`config.mk`:
```
export PLATFORM = sky130hd
export DESIGN_NAME = controller_responder_m
export DESIGN_NICKNAME = d
export VERILOG_FILES = /design/src/rtl/controller_responder_m.sv
export SDC_FILE = /design/constraint.sdc
export NUM_CORES = 1
export LEC_CHECK = 0
export CAP_MARGIN = 10
export CORE_MARGIN = 4
export CORE_UTILIZATION = 42
export CTS_CLUSTER_SIZE = 30
export DETAILED_ROUTE_END_ITERATION = 10
export GPL_ROUTABILITY_DRIVEN = 0
export SLEW_MARGIN = 20
export SYNTH_ARGS = -nofsm -noshare
export SYNTH_HDL_FRONTEND = slang
export SYNTH_SLANG_ARGS = --single-unit
```
`constraint.sdc`:
```
create_clock -name clk -period 1.7 [get_ports clk]
set_clock_uncertainty 0.15 [all_clocks]
set_input_delay 0.34 -clock clk [delete_from_list [all_inputs] [get_ports clk]]
set_output_delay 0.34 -clock clk [all_outputs]
set_load 0.005 [all_outputs]
```
`src/rtl/controller_responder_m.sv`:
```
// controller_responder_m
// Device-side end of the latch/clock/data controller protocol. Raw button
// switches are synchronized and debounced; the debounced byte is loaded into a
// shift register while the host latch is high and shifted out one bit per host
// clock rising edge on an active-low data line.

module controller_responder_m #(
   parameter int unsigned DEBOUNCE_CYCLES = 12588,  // legal 1..65535
   parameter bit          MSB_FIRST       = 1'b1
) (
   input  logic       clk,
   input  logic       rst_B,
   input  logic [7:0] buttons_raw,
   input  logic       controller_latch,
   input  logic       controller_clk,
   output logic       controller_data_out_B,
   output logic [7:0] buttons_debounced,
   output logic [3:0] bit_count,
   output logic       frame_done,
   output logic       overrun
);

   // Last count value before the debounced bit is allowed to follow.
   localparam logic [15:0] CNT_LAST   = 16'(DEBOUNCE_CYCLES - 1);
   localparam logic [3:0]  FRAME_BITS = 4'd8;

   // ------------------------------------------------------------------------
   // Synchronizers and edge detection
   // ------------------------------------------------------------------------
   logic [7:0] btn_s1_q, btn_s2_q;
   logic       latch_s1_q, latch_s2_q, latch_s3_q;
   logic       hclk_s1_q, hclk_s2_q, hclk_s3_q;
   logic       hclk_rise;

   // Two-flop synchronizers on all host/switch inputs; third flop for edges.
   always_ff @(posedge clk or negedge rst_B) begin
      if (!rst_B) begin
         btn_s1_q   <= '0;
         btn_s2_q   <= '0;
         latch_s1_q <= 1'b0;
         latch_s2_q <= 1'b0;
         latch_s3_q <= 1'b0;
         hclk_s1_q  <= 1'b0;
         hclk_s2_q  <= 1'b0;
         hclk_s3_q  <= 1'b0;
      end else begin
         // NOTE: non-blocking assignments let every flop sample the value from
         // before this edge, which is what makes the chain a real pipeline.
         btn_s1_q   <= buttons_raw;
         btn_s2_q   <= btn_s1_q;
         latch_s1_q <= controller_latch;
         latch_s2_q <= latch_s1_q;
         latch_s3_q <= latch_s2_q;
         hclk_s1_q  <= controller_clk;
         hclk_s2_q  <= hclk_s1_q;
         hclk_s3_q  <= hclk_s2_q;
      end
   end

   assign hclk_rise = hclk_s2_q & ~hclk_s3_q;

   // The latch falling edge carries no meaning, so only its level is used;
   // the third latch flop exists purely to keep both host paths identical.
   logic latch_unused;
   assign latch_unused = latch_s3_q;

   // ------------------------------------------------------------------------
   // Debounce: one counter per button, counting cycles of disagreement
   // ------------------------------------------------------------------------
   logic [7:0][15:0] cnt_q, cnt_d;
   logic [7:0]       deb_q, deb_d;

   // Count while the synced level disagrees; adopt it after the full interval.
   always_comb begin
      // NOTE: every output of this block gets a default first so no path
      // leaves a variable unassigned, which would otherwise infer a latch.
      deb_d = deb_q;
      cnt_d = '0;
      for (int i = 0; i < 8; i++) begin
         if (btn_s2_q[i] != deb_q[i]) begin
            if (cnt_q[i] == CNT_LAST) begin
               deb_d[i] = btn_s2_q[i];
            end else begin
               cnt_d[i] = cnt_q[i] + 16'd1;
            end
         end
      end
   end

   // Debounce state register.
   always_ff @(posedge clk or negedge rst_B) begin
      if (!rst_B) begin
         // NOTE: the counter array is small and its start value matters for
         // the debounce interval, so it is reset like any other state.
         cnt_q <= '0;
         deb_q <= '0;
      end else begin
         cnt_q <= cnt_d;
         deb_q <= deb_d;
      end
   end

   // ------------------------------------------------------------------------
   // Shift register: load on latch level, advance on host clock rising edge
   // ------------------------------------------------------------------------
   logic [7:0] shreg_q, shreg_d;
   logic [3:0] bit_count_q, bit_count_d;
   logic       frame_done_q, frame_done_d;
   logic       overrun_q, overrun_d;

   // Place the first bit to be sent at shreg[7] regardless of bit order.
   function automatic logic [7:0] order_bits(input logic [7:0] b);
      logic [7:0] r;
      r = b;
      if (!MSB_FIRST) begin
         for (int i = 0; i < 8; i++) begin
            r[7 - i] = b[i];
         end
      end
      return r;
   endfunction

   // Latch level wins over any clock edge; shifts past the 8th bit only flag.
   always_comb begin
      shreg_d      = shreg_q;
      bit_count_d  = bit_count_q;
      frame_done_d = 1'b0;
      overrun_d    = 1'b0;
      if (latch_s2_q) begin
         shreg_d     = order_bits(deb_q);
         bit_count_d = '0;
      end else if (hclk_rise) begin
         if (bit_count_q < FRAME_BITS) begin
            shreg_d      = {shreg_q[6:0], 1'b0};
            bit_count_d  = bit_count_q + 4'd1;
            frame_done_d = (bit_count_q == FRAME_BITS - 4'd1);
         end else begin
            overrun_d = 1'b1;
         end
      end
   end

   // Shift state and pulse registers; reset leaves the line released.
   always_ff @(posedge clk or negedge rst_B) begin
      if (!rst_B) begin
         shreg_q      <= '0;
         bit_count_q  <= FRAME_BITS;
         frame_done_q <= 1'b0;
         overrun_q    <= 1'b0;
      end else begin
         shreg_q      <= shreg_d;
         bit_count_q  <= bit_count_d;
         frame_done_q <= frame_done_d;
         overrun_q    <= overrun_d;
      end
   end

   // Data line comes straight off the head flop through a single inverter.
   assign controller_data_out_B = ~shreg_q[7];
   assign buttons_debounced     = deb_q;
   assign bit_count             = bit_count_q;
   assign frame_done            = frame_done_q;
   assign overrun               = overrun_q;

endmodule
```
Word-level counts from Yosys, hierarchy flattened --
Cells that the tools add are included.
Storage, ports and cells: bits in registers 171, input bits 12, output and inout port bits 15, word-level logic and storage cells 96
Cells by class: add/sub/neg operators 9, magnitude comparators 1, eq/ne operators 17, multiplexer cells 28, bitwise gates (word level) 3, reduce and logical (&&, ||, !) cells 11
Operators by type and width (count):
- $mux 16 | 16
- $add 16x1->16 const B | 8
- $eq 16x14->1 const B | 8
- $mux 8 | 3
- $reduce_and 2->1 | 9
- $mux 4 | 3
- $ne 1x1->1 | 8
- $mux 1 | 6
- $add 4x1->4 const B | 1
- $eq 4x3->1 const B | 1
- $lt 4x4->1 const B | 1
- $reduce_bool 2->1 | 2
- $not 1->1 | 2
- $and 1x1->1 | 1

Depth between registers and ports, before layout --
Gate-level depths: netlist of the first run.
depth in word-level cells 4, mapped depth 6, depth with buffers taken out 5

Least setup slack after synthesis of the first run --
OpenSTA, ideal clock, no wires.
path kind register -> register, start point register cnt_q[16] (netlist bit), end point register cnt_q[22] (netlist bit), setup time 0.132 ns, arrival time 1.444 ns, data required time 1.418 ns, setup slack -0.025 ns, stages on the path, launching flop included 7, buffers on the path 1, period minus slack after synthesis 1.725 ns, path through dfrtp_1 -> ha_1 -> nor4bb_1 -> nand4_1 -> nand2_1 -> clkbuf_1 -> nor2_1
RTL lines:
- from (decl) | RTL line 70 | logic [7:0][15:0] cnt_q, cnt_d;
- from (signal assigned) | RTL line 98 | cnt_q <= cnt_d;

==> summary.md, run 1 <==
| Metric | Value |
|---|---|
| Hold wc startpoint | buttons_raw[6] |
| Vias after detailed routing | 5,533 |
| Seq pwr share | 50.1% |
| Post-Syn Instances | 737 |
| Max Cap Viol | 0 |
| Syn. warnings | 0 |
| WHS | 0.194 ns |
| Largest net degree at the start of global routing | 38 |
| Sw Pwr | 1890 µW |
| Xor/xnor share of the synthesized area | 13.8% |
| Actual slew at the worst max-slew pin | 0.676 ns |
| Place WS | 0.0198 ns |
| Crit-path max cell delay | 0.49 ns |
| Startpoint Class | flop |
| Predominant post-synthesis flop cell | dfrtp_1 |
| Core area | 0.0180 mm² |
| Share of post-route cells with drive strength above 1 | 18.9% |
| Die area | 0.0206 mm² |
| Most common cell in the synthesized netlist | dfrtp_1 |
| Syn Area/Cell | 10.4 µm² |
| # rows | 49 |
| LEAKAGE | 0.00406 µW |
| Maximum fanout along the worst path | 3 |
| #FFs+latches synth | 171 |
| CP bufs+invs | 0 |
| Nets | 862 |
| Final worst-path cycle share | 96.9% |
| Hold crit path type | input pin to flop |
| Sw Share | 22.5% |
| Post-synthesis cell area | 0.00769 mm² |
| Critical path, cell by cell | nand4_1 > or2_1 > or4_4 > a21oi_2 |
| Detailed Routing Iterations Pass 1 | 4 |
| Die width | 143 µm |
| Crit path max-delay family | simple AND/OR/NAND/NOR gates |
| Root buffer cell | clkbuf_16 |
| Later-pin clock latency in the skew report | 0.43 ns |
| Peak VDD IR | 0.000784 V |
| Routed vias/inst | 5.11 |
| Simple-gate portion of the synthesized area | 24.6% |
| Final setup viols | 0 |
| DRC viols | 0 |
| Finished Layout Cells | 1,083 |
| Port bufs | 26 |
| IO Count | 27 |
| Setup ws final | 0.0529 ns |
| TritonCTS Buffers | 17 |
| Post-synth ARST share | 100% |
| Pwr per Cell Area | 874 mW/mm² |
| Synth Area in Adders | 1.46% |
| Mux share of post-synthesis cell area | 2.08% |
| Crit. Startpoint | cnt_q[1]$_DFF_PN0_ |
| Area growth from synthesis to layout | 25.0% |
| Tot Pwr | 8400 µW |
| Initial antenna violation count | 0 |
| CP max stage cell | or4_4 |
| Setup crit end kind | flop |
| Initial Util | 42.8% |
| Main combinational cell family by area after synthesis | simple AND/OR/NAND/NOR gates |
| Ranking of synthesized cells by area | dfrtp_1, xnor2_1, nor2_1, xor2_1, nand3_1 |
| Synth top area share | 55.3% |
| Post-Route WL | 15,200 µm |
| Synth cell count leaders | dfrtp_1, nor2_1, xnor2_1 |
| Internal | 6510 µW |
| Gr usage total | 15.8% |
| Clock group share of total power | 45.2% |
| Gate power share | 4.7% |
| Area leader, netlist | dfrtp_1 |
| Reg2reg start | cnt_q[1]$_DFF_PN0_ |
| Outcome | finished clean |
| Number of synthesized flops with an enable pin | 0 |
| Setup CP Type | flop to flop |
| Placed Cells | 1,031 |
| Final Slew Violations | 0 |
| Fraction of the mapped netlist area in compound gates | 0.813% |
| Clock Sinks | 171 |
| Synth cell types | 35 |
| Final min period | 1.65 ns |
| ANT cells | 0 |
| RSZ-0062 raised after global routing | true |
| CTS Buffer Depth | 2 |
| Sequential share of the synthesized area | 55.6% |
| Via count of the first global-routing pass | 5,630 |
| Clock slew at reported path FFs | 0.07 ns |
| # H-tree levels | 4 |
| Die Y | 143 µm |
| Multi-input gate area in the final layout | 0.00346 mm² |
| DRT iter0 DRCs | 193 |
| Achievable clock frequency | 0.607 GHz |
| Critical Path RT | 1.91 ns |
| Synthesized Nets | 758 |
| Wire length of the first global-routing pass | 26,400 µm |
| Data arrival, critical path | 1.86 ns |
| Wire length per cell | 14.0 µm |
| Remaining Overflow, GRT | 0 |
| Final ANT Viol Nets | 0 |
| Final Hold Viols | 0 |
| TritonCTS clock tree | yes |
| DP HPWL | 10,400 µm |
| # fillers | 1,576 |
| Slew margin rel. | 54.9% |
| Register area | 0.00429 mm² |
| Post-layout util | 53.5% |
==> metrics by stage <==
stage	setup TNS (ns)	cell area (µm²)
3_5_place_dp	0	8720
4_1_cts	0	9370
6_report	0	9620
2_1_floorplan	0	7700
5_1_grt	-0.511	9620
3_3_place_gp	0	8720
==> worst reg2reg max path, cell delays in order, from the launching register on <==
cell,delay [ns]
dfrtp_1,0.41
nand4_1,0.13
or2_1,0.24
or4_4,0.49
a21oi_2,0.16
==> sequential cells by signal (all words and copies together), names as in the netlist, 4 cells and up <==
name,flops
cnt_q,128
btn_s1_q,8
btn_s2_q,8
buttons_debounced,8
shreg_q,8
bit_count,4
==> cell families (layout without fill, tap and decap cells) <==
group	after synthesis	in the layout
AND/OR/NAND/NOR	376	376
flip-flops	171	171
XOR/XNOR	121	121
buffers and inverters	33	150
multiplexers	15	15
AO/OA/AOI/OAI	12	12
adder cells (fa/ha/maj)	9	9
==> worst paths after layout <==
kind	end	slack (ns)	cells after the start
worst max-delay path	cnt_q[15]$_DFF_PN0_	0.05	4
worst min-delay path	btn_s1_q[6]$_DFF_PN0_	0.19	1
worst max register to register	cnt_q[15]$_DFF_PN0_	0.05	4
worst min register to register	btn_s2_q[4]$_DFF_PN0_	0.20	0
max in group asynchronous	cnt_q[36]$_DFF_PN0_	0.62	3
min in group asynchronous	cnt_q[107]$_DFF_PN0_	0.25	2
==> power by group through the flow <==
stage | Combinational, µW | Clock, µW | Sequential, µW
final | 394 | 3800 | 4210
after global routing | 450 | 4130 | 4220
after CTS | 388 | 3920 | 4210
after detailed placement | 379 | 0 | 4290
after global placement | 371 | 0 | 4280
after floorplan | 154 | 0 | 4270
==> metal layers <==
layer | vias up | wire (µm) | part of all wire, % | track usage (%)
met4 | 0 | 221 | 1.5 | 5.00
met2 | 57 | 7410 | 49 | 25.2
met1 | 2712 | 7060 | 47 | 21.1
met5 | - | 0 | 0 | 0
li1 | 2744 | - | - | -
met3 | 20 | 485 | 3.2 | 4.53
==> layout by cell type (no fill, tap or decap), drive strengths merged, types with 2 or more instances in the layout <==
master / synthesis / layout
nand2b: 2 / 2
dlygate4sd2: 0 / 14
nand3: 48 / 48
nor4bb: 3 / 3
clkdlybuf4s50: 0 / 10
xor2: 29 / 29
buf: 5 / 74
inv: 18 / 22
nor4b: 8 / 8
nor3: 33 / 33
ha: 9 / 9
and4: 5 / 5
nor3b: 8 / 8
nor2b: 4 / 4
mux2: 8 / 8
nand4: 31 / 31
nor2: 141 / 141
dfrtp: 170 / 170
o21ai: 8 / 8
clkbuf: 10 / 22
nor4: 30 / 30
and3: 19 / 19
mux2i: 7 / 7
clkinvlp: 0 / 5
nand2: 38 / 38
xnor2: 92 / 92
a21oi: 3 / 3
==> area by class of cell <==
class,count,share of cell area [%]
clock buffer,21,5.00
clock inverter,11,1.12
inverter,18,0.703
multi-input combinational,533,36.0
sequential,171,44.6
tap,229,2.98
timing repair buffer,100,9.59
==> timing repair <==
item / 4_1_cts / 5_1_grt
buffers inserted: 10 / 9
resized for setup: 18 / 42
pin swaps: 0 / 15
gates cloned: 0 / 0
hold endpoints to repair: 32 / 0
hold buffers: 1 / 0
endpoints found under the setup margin: 15 / 123
No activity file was read; power rests on OpenSTA's default activity.
==> run 2, diff against run 1 <==
--- a/config.mk
+++ b/config.mk
@@ -11,6 +11,7 @@
 export CTS_CLUSTER_SIZE = 30
 export DETAILED_ROUTE_END_ITERATION = 10
 export GPL_ROUTABILITY_DRIVEN = 0
+export SKIP_CTS_REPAIR_TIMING = 1
 export SLEW_MARGIN = 20
 export SYNTH_ARGS = -nofsm -noshare
 export SYNTH_HDL_FRONTEND = slang
==> summary.md, run 2 (synthesis results as in run 1) <==
| Metric | Value |
|---|---|
| Setup crit end kind | flop |
| Setup CP Type | flop to flop |
| Startpoint Class | flop |
| Area after DPL | 0.00872 mm² |
| Final setup viols | 0 |
| Detailed Routing Iterations Pass 1 | 4 |
| Maximum fanout along the worst path | 6 |
| Max reg flops | 128 |
| ANT cells | 0 |
| Vias after detailed routing | 5,541 |
| Place WS | 0.0198 ns |
| Gr usage total | 15.7% |
| Root buffer cell | clkbuf_16 |
| Commonest non-fill, non-tap cell in the layout | dfrtp_1 |
| Die area | 0.0206 mm² |
| Post-route cell area | 0.00970 mm² |
| Clock slew at reported path FFs | 0.06 ns |
| Actual slew at the worst max-slew pin | 0.674 ns |
| LEAKAGE | 0.00425 µW |
| DP HPWL | 10,400 µm |
| Peak VDD IR | 0.000789 V |
| Most frequent cells in the layout | dfrtp_1, nor2_1, xnor2_1 |
| DRT iter0 DRCs | 198 |
| Clock Sinks | 171 |
| Final ANT Viol Nets | 0 |
| Largest net degree at the start of global routing | 38 |
| TritonCTS Buffers | 17 |
| Final Slew Violations | 0 |
| RSZ-0062 raised after global routing | true |
| Max Cap Viol | 0 |
| Area growth from synthesis to layout | 26.0% |
| TritonCTS clock tree | yes |
| Data arrival, critical path | 1.79 ns |
| Hold crit path type | input pin to flop |
| DRC viols | 0 |
| Final worst-path cycle share | 95.9% |
| Wire length per cell | 14.1 µm |
| Die width | 143 µm |
| Routed vias/inst | 5.12 |
| Post-Route WL | 15,300 µm |
| Port bufs | 26 |
| Later-pin clock latency in the skew report | 0.43 ns |
| # fillers | 1,568 |
| Initial antenna violation count | 0 |
| Final Hold Viols | 0 |
| Crit-path max cell delay | 0.42 ns |
| Die Y | 143 µm |
| Core area | 0.0180 mm² |
| Pwr per Cell Area | 867 mW/mm² |
| Achievable clock frequency | 0.614 GHz |
| Critical path, cell by cell | nand4_1 > buf_4 > nor3_2 > xnor2_1 > nor2_1 |
| CTS Buffer Depth | 2 |
| Nets | 862 |
| Final min period | 1.63 ns |
| IO Count | 27 |
| Initial Util | 42.8% |
| Slew margin rel. | 55.1% |
| Critical Path RT | 1.86 ns |
| # H-tree levels | 4 |
| Setup ws final | 0.0703 ns |
| Via count of the first global-routing pass | 5,580 |
| Share of post-route cells with drive strength above 1 | 19.3% |
| Largest Register | cnt_q |
| CP max stage cell | dfrtp_1 |
| Outcome | finished clean |
| # rows | 49 |
| Wire length of the first global-routing pass | 26,300 µm |
| Remaining Overflow, GRT | 0 |
-- run 2: cell count changes in the layout (fill, tap and decap cells not counted), sizes merged --
cell / change
clkbuf: -1
dlygate4sd2: -14
dlymetal6s2s: +15
-- run 2: per-layer routing --
metal | share of wire, % | wire (µm) | GRT usage (%)
met1 | 46 | 7090 | 21.0
met2 | 49 | 7550 | 25.0
met3 | 3.4 | 526 | 4.49
met4 | 0.87 | 133 | 4.91
met5 | 0 | 0 | 0
-- run 2: critical path, delay by kind of cell (launching register included) --
family / cells / cell delay [ns]
buffers and inverters: 1 / 0.25
flip-flops: 1 / 0.42
AND/OR/NAND/NOR: 3 / 0.54
XOR/XNOR: 1 / 0.15
-- run 2: cell type report --
cell class                 count  area [µm²]  area share [%]
clock inverter                11         108            1.11
tap                          229         287            2.96
clock buffer                  21         480            4.96
sequential                   171        4290            44.3
multi-input combinational    533        3480            35.9
timing repair buffer         100         982            10.1
inverter                      18        67.6           0.697
-- run 2: final timing paths --
path | start | endpoint | slack [ns] | cells past startpoint
max in group asynchronous | rst_B | buttons_debounced[1]$_DFFE_PN0P_ | 0.60 | 3
worst min register to register | btn_s1_q[4]$_DFF_PN0_ | btn_s2_q[4]$_DFF_PN0_ | 0.20 | 0
min in group asynchronous | rst_B | cnt_q[107]$_DFF_PN0_ | 0.26 | 2
worst min-delay path | buttons_raw[1] | btn_s1_q[1]$_DFF_PN0_ | 0.20 | 1
worst max-delay path | cnt_q[102]$_DFF_PN0_ | cnt_q[106]$_DFF_PN0_ | 0.07 | 5
worst max register to register | cnt_q[102]$_DFF_PN0_ | cnt_q[106]$_DFF_PN0_ | 0.07 | 5
-- run 2: where the power goes --
part / leakage (µW) / internal, µW / switching [µW]
sequential: 0.00230 / 4140 / 70.9
clock: 0.000275 / 2190 / 1610
combinational: 0.00168 / 183 / 211
-- run 2: metrics by stage --
stage	setup TNS [ns]	instances	power, µW	util (%)	hold slack (ns)
3_3_place_gp	0	1031	4660	48.5	0.132
3_5_place_dp	0	1031	4670	48.5	0.134
2_1_floorplan	0	737	4420	-	-0.106
4_1_cts	-2.89	1063	8510	51.8	-0.331
6_report	0	1083	8410	54.0	0.196
5_1_grt	-0.475	1083	8800	54.0	0.169
